--- src/rtl/ifu_fetch_pkg.sv ---
// ifu_fetch_pkg: shared types and constants for the instruction fetch unit.
//   Holds the fetch FSM state encoding, the default reset PC and the instruction width.
package ifu_fetch_pkg;
  localparam int ILEN = 32;
  localparam logic [ILEN-1:0] DEF_RESET_PC = 32'h8000_0000;
  typedef enum logic [2:0] {IDLE, REQ, WAIT, DROP, HALT} state_t;
endpackage

--- src/rtl/ifu_fetch_if.sv ---
// ifu_fetch_if: bundles the imem request/response, redirect and decode-side signals.
//   master: the fetch unit (drives imem requests and decode outputs).
//   slave : the environment (memory, execute redirect, decode).
interface ifu_fetch_if;
  logic        imem_req_valid;
  logic        imem_req_ready;
  logic [31:0] imem_req_addr;
  logic        imem_rsp_valid;
  logic [31:0] imem_rsp_data;
  logic        imem_rsp_err;
  logic        redirect_valid;
  logic [31:0] redirect_pc;
  logic        inst_valid;
  logic        inst_ready;
  logic [31:0] inst;
  logic [31:0] pc;
  logic        fetch_fault;
  modport master (
    output imem_req_valid, imem_req_addr, inst_valid, inst, pc, fetch_fault,
    input  imem_req_ready, imem_rsp_valid, imem_rsp_data, imem_rsp_err,
           redirect_valid, redirect_pc, inst_ready
  );
  modport slave (
    input  imem_req_valid, imem_req_addr, inst_valid, inst, pc, fetch_fault,
    output imem_req_ready, imem_rsp_valid, imem_rsp_data, imem_rsp_err,
           redirect_valid, redirect_pc, inst_ready
  );
endinterface

--- src/rtl/ifu_fetch_fifo.sv ---
// ifu_fifo: synchronous FIFO with push/pop/flush and an occupancy count.
//   clk, rst (async active-low), push/din, pop, flush (wins over push/pop),
//   dout (registered head entry), count (entries held, 0..DEPTH).
module ifu_fifo #(
  parameter int WIDTH = 64,
  parameter int DEPTH = 2
) (
  input  logic                   clk,
  input  logic                   rst,
  input  logic                   push,
  input  logic [WIDTH-1:0]       din,
  input  logic                   pop,
  input  logic                   flush,
  output logic [WIDTH-1:0]       dout,
  output logic [$clog2(DEPTH):0] count
);
  localparam int AW = $clog2(DEPTH);
  localparam int CW = AW + 1;
  logic [WIDTH-1:0] mem [DEPTH];
  logic [AW-1:0] wp, rp;
  logic wr, rd;
  assign rd = pop && (count != '0);
  assign wr = push && ((count != CW'(DEPTH)) || rd);
  assign dout = mem[rp];
  always_ff @(posedge clk or negedge rst)
    if (!rst) begin
      mem <= '{default: '0};
      wp <= '0;
      rp <= '0;
      count <= '0;
    end else if (flush) begin
      wp <= '0;
      rp <= '0;
      count <= '0;
    end else begin
      if (wr) mem[wp] <= din;
      if (wr) wp <= wp + 1'b1;
      if (rd) rp <= rp + 1'b1;
      count <= count + CW'(wr) - CW'(rd);
    end
endmodule

--- src/rtl/ifu_fetch.sv ---
// ifu_fetch: instruction fetch unit feeding decode.
//   Ports: clk, rst (async active-low), bus (ifu_fetch_if.master: imem request
//   valid/ready/addr, imem response valid/data/err, redirect valid/pc,
//   decode inst_valid/inst_ready/inst/pc, sticky fetch_fault).
//   Build option IFU_ALIGN_CHECK_EN: a misaligned redirect target faults and halts
//   fetch; without it the low two target bits are cleared.
module ifu_fetch
  import ifu_fetch_pkg::*;
#(
  parameter logic [31:0] RESET_PC   = DEF_RESET_PC,
  parameter int          FIFO_DEPTH = 2
) (
  input logic         clk,
  input logic         rst,
  ifu_fetch_if.master bus
);
  localparam int CW = $clog2(FIFO_DEPTH) + 1;
  localparam logic [CW-1:0] DEP = CW'(FIFO_DEPTH);
  state_t state, state_nx;
  logic [31:0] fetch_pc, fetch_pc_nx, req_addr, rdr_pc, rsp_d;
  logic rsp_v, rsp_e, fault, fault_nx;
  logic hs, rdr, bad_align, busy, push, pop, free, room;
  logic [CW-1:0] count;
  logic [2*ILEN-1:0] head;
  assign rdr = bus.redirect_valid && (state != HALT);
`ifdef IFU_ALIGN_CHECK_EN
  assign rdr_pc = bus.redirect_pc;
  assign bad_align = rdr && (bus.redirect_pc[1:0] != 2'b00);
`else
  assign rdr_pc = bus.redirect_pc & 32'hffff_fffc;
  assign bad_align = 1'b0;
`endif
  assign hs = (state == REQ) && bus.imem_req_ready;
  // Response is registered first, so nothing from imem_rsp reaches inst_valid combinationally.
  assign busy = hs || (((state == WAIT) || (state == DROP)) && !rsp_v);
  assign push = (state == WAIT) && rsp_v && !rsp_e && !rdr;
  assign pop = bus.inst_valid && bus.inst_ready;
  assign free = count < DEP;
  assign room = (count + CW'(!pop)) < DEP;
  always_comb begin
    state_nx = state;
    fault_nx = fault;
    fetch_pc_nx = hs ? fetch_pc + 32'd4 : fetch_pc;
    if (rdr) begin
      fetch_pc_nx = rdr_pc;
      fault_nx = fault | bad_align;
      state_nx = busy ? DROP : (fault_nx ? HALT : REQ);
    end else begin
      case (state)
        IDLE: state_nx = free ? REQ : IDLE;
        REQ:  state_nx = hs ? WAIT : REQ;
        WAIT: begin
          state_nx = !rsp_v ? WAIT : rsp_e ? HALT : room ? REQ : IDLE;
          fault_nx = fault | (rsp_v && rsp_e);
        end
        DROP: state_nx = !rsp_v ? DROP : fault ? HALT : REQ;
        default: state_nx = HALT;
      endcase
    end
  end
  always_ff @(posedge clk or negedge rst)
    if (!rst) begin
      state <= IDLE;
      fetch_pc <= RESET_PC;
      req_addr <= '0;
      fault <= 1'b0;
      rsp_v <= 1'b0;
      rsp_e <= 1'b0;
      rsp_d <= '0;
    end else begin
      state <= state_nx;
      fetch_pc <= fetch_pc_nx;
      fault <= fault_nx;
      rsp_v <= bus.imem_rsp_valid;
      rsp_e <= bus.imem_rsp_err;
      rsp_d <= bus.imem_rsp_data;
      if (hs) req_addr <= fetch_pc;
    end
  ifu_fifo #(.WIDTH(2 * ILEN), .DEPTH(FIFO_DEPTH)) u_fifo (
    .clk(clk),
    .rst(rst),
    .push(push),
    .din({req_addr, rsp_d}),
    .pop(pop),
    .flush(rdr),
    .dout(head),
    .count(count)
  );
  assign bus.imem_req_valid = state == REQ;
  assign bus.imem_req_addr = fetch_pc;
  assign bus.inst_valid = count != '0;
  assign bus.pc = head[2*ILEN-1:ILEN];
  assign bus.inst = head[ILEN-1:0];
  assign bus.fetch_fault = fault;
endmodule

--- src/flat_wrapper.sv ---
// flat-port wrapper written by rule: the top's interface ports become plain ports
module ifu_fetch_flat import ifu_fetch_pkg::*;
#(
  parameter logic [31:0] RESET_PC   = DEF_RESET_PC,
  parameter int          FIFO_DEPTH = 2
)
  (clk, rst, bus_imem_req_valid, bus_imem_req_addr, bus_inst_valid, bus_inst, bus_pc, bus_fetch_fault, bus_imem_req_ready, bus_imem_rsp_valid, bus_imem_rsp_data, bus_imem_rsp_err, bus_redirect_valid, bus_redirect_pc, bus_inst_ready);
  ifu_fetch_if bus_i ();
  input logic clk;
  input logic rst;
  output wire logic [$bits(bus_i.imem_req_valid)-1:0] bus_imem_req_valid;
  output wire logic [$bits(bus_i.imem_req_addr)-1:0] bus_imem_req_addr;
  output wire logic [$bits(bus_i.inst_valid)-1:0] bus_inst_valid;
  output wire logic [$bits(bus_i.inst)-1:0] bus_inst;
  output wire logic [$bits(bus_i.pc)-1:0] bus_pc;
  output wire logic [$bits(bus_i.fetch_fault)-1:0] bus_fetch_fault;
  input wire logic [$bits(bus_i.imem_req_ready)-1:0] bus_imem_req_ready;
  input wire logic [$bits(bus_i.imem_rsp_valid)-1:0] bus_imem_rsp_valid;
  input wire logic [$bits(bus_i.imem_rsp_data)-1:0] bus_imem_rsp_data;
  input wire logic [$bits(bus_i.imem_rsp_err)-1:0] bus_imem_rsp_err;
  input wire logic [$bits(bus_i.redirect_valid)-1:0] bus_redirect_valid;
  input wire logic [$bits(bus_i.redirect_pc)-1:0] bus_redirect_pc;
  input wire logic [$bits(bus_i.inst_ready)-1:0] bus_inst_ready;
  assign bus_imem_req_valid = bus_i.imem_req_valid;
  assign bus_imem_req_addr = bus_i.imem_req_addr;
  assign bus_inst_valid = bus_i.inst_valid;
  assign bus_inst = bus_i.inst;
  assign bus_pc = bus_i.pc;
  assign bus_fetch_fault = bus_i.fetch_fault;
  assign bus_i.imem_req_ready = bus_imem_req_ready;
  assign bus_i.imem_rsp_valid = bus_imem_rsp_valid;
  assign bus_i.imem_rsp_data = bus_imem_rsp_data;
  assign bus_i.imem_rsp_err = bus_imem_rsp_err;
  assign bus_i.redirect_valid = bus_redirect_valid;
  assign bus_i.redirect_pc = bus_redirect_pc;
  assign bus_i.inst_ready = bus_inst_ready;
  ifu_fetch #(.RESET_PC(RESET_PC), .FIFO_DEPTH(FIFO_DEPTH)) u_core (.clk(clk), .rst(rst), .bus(bus_i));
endmodule
--- config.mk ---
export PLATFORM = sky130hd
export DESIGN_NAME = ifu_fetch_flat
export DESIGN_NICKNAME = d
export VERILOG_FILES = /design/src/rtl/ifu_fetch_pkg.sv /design/src/rtl/ifu_fetch_if.sv /design/src/rtl/ifu_fetch_fifo.sv /design/src/rtl/ifu_fetch.sv /design/src/flat_wrapper.sv
export SDC_FILE = /design/constraint.sdc
export NUM_CORES = 1
export LEC_CHECK = 0
export CAP_MARGIN = 20
export CORE_MARGIN = 1
export CORE_UTILIZATION = 53
export DETAILED_ROUTE_END_ITERATION = 7
export PLACE_DENSITY = 0.8
export SETUP_SLACK_MARGIN = 0.4
export SYNTH_ARGS = -nofsm -noshare
export SYNTH_HDL_FRONTEND = slang
export SYNTH_SLANG_ARGS = --single-unit
--- constraint.sdc ---
create_clock -name clk -period 3.1 [get_ports clk]
set_clock_uncertainty 0.1 [all_clocks]
set_input_delay 0.465 -clock clk [delete_from_list [all_inputs] [get_ports clk]]
set_output_delay 0.465 -clock clk [all_outputs]
set_load 0.03 [all_outputs]
==> results of run 1 <==
==> worst max-delay path, delay by kind of cell (launching register included) <==
kind	cells	cell delay [ns]
and+or+nand+nor	1	0.19
DFF	1	0.44
buffers and inverters	2	0.87
==> cell type report <==
class,count,share of cell area (%)
Clock buffer,39,6.07
Clock inverter,5,0.406
Inverter,8,0.244
Multi-Input combinational cell,485,30.3
Timing Repair Buffer,186,14.8
Sequential cell,226,45.9
Tap cell,225,2.28
==> placed cells by master (no fill, tap or decap), types with 4 or more instances in the layout <==
cell / count
nor3_1: 9
conb_1: 4
clkbuf_1: 7
nor4_1: 10
nand3_1: 13
buf_4: 15
a21oi_1: 12
inv_1: 8
or2_2: 4
and3_1: 4
xor2_1: 8
clkinv_2: 4
nor2_1: 15
mux2_2: 171
clkbuf_16: 25
nand2_1: 119
dfrtp_1: 224
mux2_1: 15
clkdlybuf4s50_1: 100
and2_1: 4
nand2b_1: 6
dlygate4sd2_1: 61
buf_12: 7
xnor2_1: 20
clkbuf_8: 7
nand4_1: 9
o21ai_0: 26
==> path summary, 6_finish.rpt <==
path / slack, ns / end
setup / recovery: 0.53 / bus_imem_req_valid
hold / removal: 0.30 / u_core.rsp_d[27]$_DFF_PN0_
setup reg to reg: 0.56 / u_core.u_fifo.mem[1]$_DFFE_PN0P_
hold reg to reg: 0.38 / u_core.u_fifo.mem[28]$_DFFE_PN0P_
max in group asynchronous: 1.70 / u_core.bus.imem_req_addr[19]$_DFFE_PN0P_
min in group asynchronous: 0.42 / u_core.u_fifo.mem[58]$_DFFE_PN0P_
==> power by group <==
part	total, mW	internal [mW]	switching [mW]
registers	4.37	3.67	0.705
logic	3.90	1.70	2.21
clock network	2.84	1.73	1.12
total	11.1	7.09	4.03
==> what timing repair did <==
action / CTS / global route
setup endpoints to repair: 62 / 44
gates resized for setup: 62 / 2
hold buffers: 1 / 0
hold endpoints to repair: 68 / 0
setup buffers: 2 / 0
==> per-stage QoR <==
step,power (mW),hold slack (ns)
final,11.1,0.299
after global routing,11.7,0.288
after CTS,11.2,0.285
after detailed placement,8.52,0.368
after global placement,8.42,0.361
after floorplan,6.79,0.0694
==> per-layer routing <==
metal / vias to the layer above / GRT usage, % / part of all wire [%]
met2: 209 / 39.0 / 47
met3: 35 / 4.03 / 6.6
met5: - / 0 / 0
met4: 0 / 5.62 / 1.9
li1: 2973 / - / -
met1: 3243 / 33.0 / 44
==> logic make-up (layout without fill, tap and decap cells) <==
kind of cell,Yosys count,after routing,share of synthesized area [%]
compound gates,57,57,3.62
xor+xnor,28,28,2.56
fa+ha+maj,3,3,0.392
buf+inv,51,238,2.26
flops,226,226,59.1
mux,186,186,21.9
other cells,1,4,0.0392
simple gates,207,207,10.1
==> registers in the layout, summed over array words and instances (netlist names) <==
name,cells
u_core.u_fifo.count,2
u_core.state,3
u_core.bus.imem_req_addr,30
u_core.rsp_e,1
u_core.u_fifo.rp,1
u_core.u_fifo.mem,124
u_core.u_fifo.wp,1
u_core.req_addr,30
u_core.rsp_v,1
u_core.bus.fetch_fault,1
u_core.rsp_d,32
==> metrics.md, run 1 <==
| Metric | Value |
|---|---|
| DRC | `0` |
| Slowest-stage cell, CP | `clkdlybuf4s50_1` |
| Initial DRC count | `338` |
| Fin util | `70.6%` |
| Reg-to-reg startpoint | `u_core.state[0]$_DFF_PN0_` |
| Via density | `5.50` |
| RePlAce Congestion | `0.925` |
| Tcrit/Tclk final | `82.9%` |
| Share of layout cells above drive strength 1 | `26.0%` |
| Min-Delay Path Class | `input pin to flip-flop` |
| CTS clk-pin slew, worst paths | `0.06 ns` |
| TritonCTS Sinks | `226` |
| Placed inst area | `11,600 µm²` |
| Most used DFF post-synth | `dfrtp_1` |
| Area of the multi-input gates | `3740 µm²` |
| Initial DRT Pass Iterations | `5` |
| Hold path cells | `1` |
| Die Ht | `136 µm` |
| Drt wl/cell | `18.1 µm` |
| Setup crit start | `u_core.state[2]$_DFF_PN0_` |
| Fmax | `389 MHz` |
| Crit path largest cell delay | `0.67 ns` |
| Worst setup margin | `0.530 ns` |
| First-pass GRT wire length | `34.6 mm` |
| Vias | `6,460` |
| Die W | `136 µm` |
| Synth warn | `0` |
| Core box area | `17,500 µm²` |
| Sequential cell area | `5660 µm²` |
| IO Count | `170` |
| Cell variety after synth | `52` |
| Filler cells | `1,295` |
| Routed wire length | `21.3 mm` |
| ANT cells | `0` |
| Leading area contributor after synthesis | `dfrtp_1` |
| Initial antenna violation count | `0` |
| Synth area leaders | `dfrtp_1 (59%), mux2_2 (20%), nand2_1 (4.7%), xnor2_1 (1.8%), mux2_1 (1.8%)` |
| Net count reported at finish | `1,005` |
| Pleak | `5.98 nW` |
| CP Cell Sequence | `inv_1 -> and3_1 -> clkdlybuf4s50_1` |
| Outcome | `finished, final reports clean` |
| Clock buffer depth | `3` |
| Period minus WS final | `2.57 ns` |
| R2R depth | `6` |
| Avg Cell Area, Syn | `12.6 µm²` |
| Async SR Flop Fraction | `100%` |
| Top-count cell post-synth | `dfrtp_1` |
| Peak supply drop | `0.513 mV` |
| Register bit total from synthesis | `226` |
| Worst hold start | `bus_imem_rsp_data[27]` |
| Setup violations, final | `0` |
| IO buf count | `163` |
| Req. time, crit path | `2.53 ns` |
| Post-synth EDFFs | `0` |
| Register area share after synthesis | `59.1%` |
| CP arrival | `2.01 ns` |
| Clk Latency, worst-skew pair | `0.51 ns` |
| Critical path fanouts, max | `7` |
| Die ar. | `18,600 µm²` |
| Post-synth top cells | `dfrtp_1 (225), mux2_2 (171), nand2_1 (119)` |
| Layout area overhead | `28.9%` |
| Startpoint type of the worst setup path | `flip-flop` |
| Post-DP HPWL | `14.2 mm` |
| Critical Setup Path Class | `flip-flop to primary output` |
| Rows | `48` |
| Number of global-route vias before repair | `6,623` |
| Slew @ Worst Pin | `0.575 ns` |
| Design area | `12,300 µm²` |
| RSZ-0062 raised after global routing | `true` |
| Final TNS setup | `0 ns` |
| Initial core utilization | `54.7%` |
| Final Slew Violations | `0` |
| Largest net degree at the start of global routing | `74` |
| GRT Total Usage | `23.8%` |
| Final ANT Viol Nets | `0` |
| Clock Tree Root | `clkbuf_16` |
| Maxcap violations | `0` |
| Post-synth top area share | `58.9%` |
| Fin. Hold Viols | `0` |
| Relative slew slack | `61.7%` |
| PwrDens | `902 nW/µm²` |
| Clock buffer count from CTS | `24` |
| Post-Layout Cell Count | `1,174` |
| Cells after Synth | `759` |
| H-tree Lvls | `1` |
| DP Worst Slack | `0.311 ns` |
| Dpl cells | `1,127` |
| Total gr overflow | `0` |
| Synth Cell Area | `9570 µm²` |
| CTS tree | `yes` |
| CP endpoint kind | `primary output` |
No activity file was read; power rests on OpenSTA's default activity.
==> run 2, diff against run 1 <==
--- a/config.mk
+++ b/config.mk
@@ -7,9 +7,9 @@
 export LEC_CHECK = 0
 export CAP_MARGIN = 20
 export CORE_MARGIN = 1
-export CORE_UTILIZATION = 53
+export CORE_UTILIZATION = 48
 export DETAILED_ROUTE_END_ITERATION = 7
-export PLACE_DENSITY = 0.8
+export PLACE_DENSITY = 0.77
 export SETUP_SLACK_MARGIN = 0.4
 export SYNTH_ARGS = -nofsm -noshare
 export SYNTH_HDL_FRONTEND = slang
==> constraint.sdc (replaced) <==
create_clock -name clk -period 2.31 [get_ports clk]
set_clock_uncertainty 0.1 [all_clocks]
set_input_delay 0.3465 -clock clk [delete_from_list [all_inputs] [get_ports clk]]
set_output_delay 0.3465 -clock clk [all_outputs]
set_load 0.03 [all_outputs]
==> run 2 against run 1 <==
- sequential cell count unchanged
- clock power up 27%
- non-clock buffer count up 112
- the flow now finishes with violations (setup timing)
- setup slack worse by 0.59 ns
- first-iteration DRC count up 20%
- total power up 52%
- sequential power up 36%
- via count up 13%
==> metrics.md, run 2 (synthesized netlist as in run 1, its figures left out) <==
| Metric | Value |
|---|---|
| Slew @ Worst Pin | `0.536 ns` |
| Initial core utilization | `49.0%` |
| RSZ-0062 raised after global routing | `true` |
| R2R depth | `10` |
| Total gr overflow | `0` |
| CTS clk-pin slew, worst paths | `0.06 ns` |
| Failing checks | `setup timing` |
| Most common cell after layout, fill and taps aside | `dfrtp_1` |
| Share of layout cells above drive strength 1 | `48.7%` |
| DRC | `0` |
| Relative slew slack | `64.3%` |
| Crit path largest cell delay | `0.55 ns` |
| Initial DRC count | `404` |
| Max FFs per register | `124` |
| Pleak | `7.05 nW` |
| Slowest-stage cell, CP | `dfrtp_4` |
| Vias | `7,300` |
| TritonCTS Sinks | `226` |
| Maxcap violations | `0` |
| Startpoint type of the worst setup path | `flip-flop` |
| H-tree Lvls | `1` |
| Die W | `143 µm` |
| Initial antenna violation count | `0` |
| Via density | `5.52` |
| Clock buffer depth | `3` |
| Top flop regs | `u_core.u_fifo.mem: 124 flops, u_core.rsp_d: 32 flops` |
| CP Depth | `3` |
| Rows | `51` |
| DP Worst Slack | `-0.289 ns` |
| IO Count | `170` |
| Period minus WS final | `2.37 ns` |
| ANT cells | `0` |
| Die ar. | `20,500 µm²` |
| Number of global-route vias before repair | `7,042` |
| IO buf count | `163` |
| CP Cell Sequence | `clkbuf_16 -> mux2_2 -> clkdlybuf4s15_2` |
| Core box area | `19,500 µm²` |
| Largest net degree at the start of global routing | `64` |
| PwrDens | `1160 nW/µm²` |
| Layout area overhead | `52.4%` |
| CP arrival | `1.93 ns` |
| Tcrit/Tclk final | `103%` |
| RePlAce Congestion | `0.853` |
| Setup violations, final | `25` |
| Min-Delay Path Class | `input pin to flip-flop` |
| Clk Latency, worst-skew pair | `0.52 ns` |
| Commonest non-fill, non-tap cells in the layout | `dfrtp_1 (200), nand2_1 (116), mux2_4 (98), mux2_2 (88), buf_4 (76)` |
| Critical path fanouts, max | `12` |
| Clock Tree Root | `clkbuf_16` |
| Critical Setup Path Class | `flip-flop to primary output` |
| Drt wl/cell | `21.9 µm` |
| Fmax | `421 MHz` |
| CP endpoint kind | `primary output` |
| Final Slew Violations | `0` |
| Buf+Inv Stages, Crit Path | `2` |
| Final ANT Viol Nets | `0` |
| Reg with most FFs | `u_core.u_fifo.mem` |
| CTS tree | `yes` |
| Req. time, crit path | `1.86 ns` |
| GRT Total Usage | `24.6%` |
| Post-DP HPWL | `15.0 mm` |
| Initial DRT Pass Iterations | `5` |
| Outcome | `complete, but fails checks` |
| Placed inst area | `12,000 µm²` |
| Die Ht | `143 µm` |
| Fin. Hold Viols | `0` |
| Routed wire length | `29.0 mm` |
| First-pass GRT wire length | `38.4 mm` |
| Hold path cells | `1` |
| Worst setup margin | `-0.0645 ns` |
| Peak supply drop | `0.681 mV` |
| Delay-heaviest family, CP | `flip-flops` |
| Design area | `14,600 µm²` |
| Clock buffer count from CTS | `23` |
| Net count reported at finish | `1,116` |
[run 2: changes by cell type in the layout (fill, tap and decap cells not counted), moves of 10 or more]
| cell | previous run | this run |
|---|---|---|
| dlygate4sd2_1 | 61 | 10 |
| clkbuf_2 | 0 | 10 |
| buf_4 | 15 | 76 |
| buf_6 | 0 | 57 |
| dfrtp_1 | 224 | 200 |
| dfrtp_2 | 0 | 24 |
| clkdlybuf4s15_2 | 0 | 14 |
| buf_12 | 7 | 23 |
| clkdlybuf4s50_1 | 100 | 67 |
| mux2_2 | 171 | 88 |
| mux2_4 | 0 | 98 |
| mux2_1 | 15 | 0 |
[run 2: layout make-up]
class	instances	area (µm²)
sequential	226	5690
fill	1168	4940
multi-input combinational	485	4490
timing repair buffer	298	3310
clock buffer	34	657
tap	265	332
clock inverter	7	63.8
inverter	8	32.5
[run 2: worst reg2reg max path, cell delays in order (launching register included)]
cell and delay (ns):
dfrtp_1 0.47, nor2_2 0.09, a2111oi_4 0.43, nand2_2 0.15
buf_6 0.16, ha_4 0.25, inv_2 0.04, ha_4 0.15
xor2_2 0.15, xnor2_1 0.19, nor2_1 0.06
[run 2: report_power, final]
| group | switching (mW) | leakage (nW) | internal (mW) |
|---|---|---|---|
| sequential | 0.984 | 2.91 | 4.96 |
| combinational | 3.77 | 3.78 | 3.54 |
| clock | 1.54 | 0.359 | 2.08 |
| total | 6.29 | 7.05 | 10.6 |
[run 2: routing by layer]
layer	global-route usage, %	routed length, µm
met3	4.73	1950
met5	0	0
met2	40.6	14100
met4	7.58	1050
met1	32.8	11900
[run 2: stage by stage]
stage	utilization (%)	total power, mW	setup TNS, ns	hold WS (ns)	cells
floorplan	-	9.18	0	-0.0491	762
global placement	61.4	11.6	-12.82	0.229	1199
detailed placement	61.4	11.7	-16.30	0.232	1199
CTS	69.4	15.8	-1.51	0.156	1274
global route	74.7	17.6	-3.39	0.158	1323
finish	74.7	16.9	-0.880	0.166	1323
[run 2: final timing paths]
path | from | slack, ns | end
setup / recovery | u_core.u_fifo.rp$_DFFE_PN0P_ | -0.06 | bus_inst[15]
hold / removal | bus_imem_rsp_err | 0.17 | u_core.rsp_e$_DFF_PN0_
setup reg to reg | u_core.u_fifo.count[0]$_DFF_PN0_ | -0.02 | u_core.u_fifo.count[1]$_DFF_PN0_
hold reg to reg | u_core.u_fifo.mem[5]$_DFFE_PN0P_ | 0.40 | u_core.u_fifo.mem[5]$_DFFE_PN0P_
max in group asynchronous | rst | 1.11 | u_core.bus.imem_req_addr[31]$_DFFE_PN1P_
min in group asynchronous | rst | 0.28 | u_core.u_fifo.mem[86]$_DFFE_PN0P_
[run 2: timing repair]
action                                  in CTS  in global routing
endpoints found under the setup margin     234                237
hold buffers                                 1                  0
endpoints found under the hold margin       57                  0
cloned                                       9                  8
buffers inserted                            24                 41
resized for setup                          365                229
pin swaps                                    7                 32
==> run 3, diff against run 2 <==
--- a/config.mk
+++ b/config.mk
@@ -9,8 +9,9 @@
 export CORE_MARGIN = 1
 export CORE_UTILIZATION = 48
 export DETAILED_ROUTE_END_ITERATION = 7
-export PLACE_DENSITY = 0.77
+export PLACE_DENSITY = 0.76
 export SETUP_SLACK_MARGIN = 0.4
 export SYNTH_ARGS = -nofsm -noshare
 export SYNTH_HDL_FRONTEND = slang
+export SYNTH_HIERARCHICAL = 1
 export SYNTH_SLANG_ARGS = --single-unit
==> run 3 against run 2 <==
- the run still ends with setup timing left
- die area rose by 4.5%
- design area rose by 0.29%
- highest routed layer unchanged
- wire length fell by 9.7%
- sequential cell count rose by 4
- global-route usage fell by 2.8 points
- register-to-register slack got worse by 0.02 ns
==> metrics.md, run 3 <==
| Metric | Value |
|---|---|
| Post-synth top area share | `57.3%` |
| GRT Total Usage | `21.8%` |
| Commonest non-fill, non-tap cells in the layout | `dfrtp_1 (216), nand2_1 (120), mux2_4 (117), buf_6 (83), mux2_2 (75)` |
| Leading area contributor after synthesis | `dfrtp_1` |
| Placed inst area | `12,300 µm²` |
| Slowest-stage cell, CP | `dfrtp_1` |
| Critical path fanouts, max | `12` |
| Vias | `6,863` |
| Via density | `5.27` |
| Pleak | `7.24 nW` |
| Initial DRT Pass Iterations | `5` |
| Period minus WS final | `2.35 ns` |
| Fmax | `425 MHz` |
| Worst setup margin | `-0.0440 ns` |
| Req. time, crit path | `2.60 ns` |
| RSZ-0062 raised after global routing | `true` |
| Initial core utilization | `49.1%` |
| Cell variety after synth | `54` |
| Top flop regs | `u_core/u_fifo/mem: 128 flops, u_core/rsp_d: 32 flops` |
| CP arrival | `2.64 ns` |
| Largest net degree at the start of global routing | `57` |
| Post-DP HPWL | `14.3 mm` |
| Startpoint type of the worst setup path | `flip-flop` |
| IO Count | `170` |
| RePlAce Congestion | `0.818` |
| Core box area | `20,400 µm²` |
| Synth area leaders | `dfrtp_1 (57%), mux2_2 (14%), mux2_4 (9.0%), nand2_1 (4.6%), xnor2_1 (2.4%)` |
| Min-Delay Path Class | `input pin to flip-flop` |
| Hold slack | `0.171 ns` |
| DRC | `0` |
| Tcrit/Tclk final | `102%` |
| First-pass GRT wire length | `36.9 mm` |
| Clock buffer depth | `3` |
| ANT cells | `0` |
| Clk Latency, worst-skew pair | `0.51 ns` |
| Share of layout cells above drive strength 1 | `45.5%` |
| Number of global-route vias before repair | `6,800` |
| Crit path largest cell delay | `0.39 ns` |
| Max FFs per register | `128` |
| Net count reported at finish | `1,089` |
| Fin util | `71.8%` |
| Relative slew slack | `65.0%` |
| Delay-heaviest family, CP | `buffers and inverters` |
| Routed wire length | `26.2 mm` |
| Fin. Hold Viols | `0` |
| PwrDens | `770 nW/µm²` |
| Reg with most FFs | `u_core/u_fifo/mem` |
| Rows | `52` |
| Post-synth EDFFs | `0` |
| Setup violations, final | `43` |
| Post-synth top cells | `dfrtp_1 (229), mux2_2 (128), nand2_1 (123)` |
| Slew @ Worst Pin | `0.525 ns` |
| Most used DFF post-synth | `dfrtp_1` |
| Register bit total from synthesis | `230` |
| CP endpoint kind | `flip-flop` |
| Initial DRC count | `293` |
| H-tree Lvls | `1` |
| IO buf count | `165` |
| DP Worst Slack | `-0.193 ns` |
| Top-count cell post-synth | `dfrtp_1` |
| CP Cell Sequence | `inv_2 -> nand2_2 -> or3b_4 -> nor3_4 -> buf_4 -> buf_6 -> buf_6 -> buf_12 -> nand3_4 -> buf_12 -> clkbuf_16 -> mux2_2` |
| Sequential cell area | `5770 µm²` |
| Maxcap violations | `0` |
| CTS tree | `yes` |
| Avg Cell Area, Syn | `13.3 µm²` |
| Die Ht | `146 µm` |
| Die ar. | `21,400 µm²` |
| Die W | `146 µm` |
| Synth warn | `6` |
| Filler cells | `1,314` |
| TritonCTS Sinks | `230` |
| Final Slew Violations | `0` |
| Buf+Inv Stages, Crit Path | `7` |
| Peak supply drop | `0.591 mV` |
| Area of the multi-input gates | `4460 µm²` |
| Outcome | `complete, but fails checks` |
| Final ANT Viol Nets | `0` |
| Clock Tree Root | `clkbuf_16` |
| Synth Cell Area | `10,000 µm²` |
| CTS clk-pin slew, worst paths | `0.06 ns` |
| Critical Setup Path Class | `flip-flop to flip-flop` |
| Clock buffer count from CTS | `25` |
| Drt wl/cell | `20.1 µm` |
| Register area share after synthesis | `57.5%` |
| Most common cell after layout, fill and taps aside | `dfrtp_1` |
| Cells after Synth | `753` |
| Async SR Flop Fraction | `100%` |
| Failing checks | `setup timing` |
| Initial antenna violation count | `0` |
| Design area | `14,600 µm²` |
| Total gr overflow | `0` |
| Layout area overhead | `46.2%` |
[run 3: what timing repair did]
action                                  4_1_cts  5_1_grt
gates cloned                                  9       10
hold endpoints to repair                     50        0
setup buffers                                20       30
resized for setup                           334      232
endpoints found under the setup margin      239      245
hold buffers                                  1        0
pin swaps                                     7       15
[run 3: final cells by class]
type                       count  area share [%]
clock buffer                  36            5.04
clock inverter                 8           0.299
inverter                      11           0.282
multi-input combinational    477            30.5
sequential                   230            39.5
tap                          270            2.31
timing repair buffer         270            22.1
[run 3: logic make-up (layout without fill, tap and decap cells)]
kind of cell | after synthesis | count (layout) | synth area share [%]
XOR/XNOR | 33 | 33 | 2.89
flip-flops | 230 | 230 | 57.5
AND/OR/NAND/NOR | 195 | 195 | 9.52
multiplexers | 193 | 193 | 24.0
buffers and inverters | 51 | 325 | 2.94
adder cells (fa/ha/maj) | 3 | 3 | 0.375
AO/OA/AOI/OAI | 47 | 47 | 2.75
other | 1 | 6 | 0.0375
[run 3: through the flow]
step	total power [mW]	TNS, ns	cells
6_report	11.3	-0.768	1302
5_1_grt	11.7	-5.70	1302
4_1_cts	10.6	-0.0211	1262
3_5_place_dp	6.61	-12.98	1188
3_3_place_gp	6.58	-9.65	1188
2_1_floorplan	5.71	0	758
[run 3: worst reg2reg max path, cell delays in order (launching register included)]
cell,delay [ns]
dfrtp_1,0.39
inv_2,0.07
nand2_2,0.06
or3b_4,0.39
nor3_4,0.13
buf_4,0.13
buf_6,0.08
buf_6,0.10
buf_12,0.10
nand3_4,0.06
buf_12,0.16
clkbuf_16,0.18
mux2_2,0.28
[run 3: final timing paths]
| path | startpoint | slack, ns | end | cells after the start |
|---|---|---|---|---|
| worst max-delay path | u_core/state[2]$_DFF_PN0_ | -0.04 | u_core/u_fifo/mem[90]$_DFFE_PN0P_ | 12 |
| worst min-delay path | bus_imem_rsp_data[4] | 0.17 | u_core/rsp_d[4]$_DFF_PN0_ | 1 |
| worst max register to register | u_core/state[2]$_DFF_PN0_ | -0.04 | u_core/u_fifo/mem[90]$_DFFE_PN0P_ | 12 |
| worst min register to register | u_core/u_fifo/mem[68]$_DFFE_PN0P_ | 0.40 | u_core/u_fifo/mem[68]$_DFFE_PN0P_ | 1 |
| max in group asynchronous | rst | 1.19 | u_core/u_fifo/rp$_DFFE_PN0P_ | 3 |
| min in group asynchronous | rst | 0.26 | u_core/rsp_d[10]$_DFF_PN0_ | 2 |
[run 3: per-layer routing]
metal	global-route usage (%)	part of all wire, %	vias to the layer above
met5	0	0	-
met4	5.31	1.7	0
met3	3.38	5.2	36
met2	34.9	50	245
met1	31.2	43	3463
li1	-	-	3119
[run 3: report_power, final]
group	switching [mW]	leakage, nW	internal (mW)
Combinational	1.35	3.81	1.49
Sequential	0.338	3.04	4.29
Clock	1.59	0.395	2.20
Total	3.28	7.24	7.98
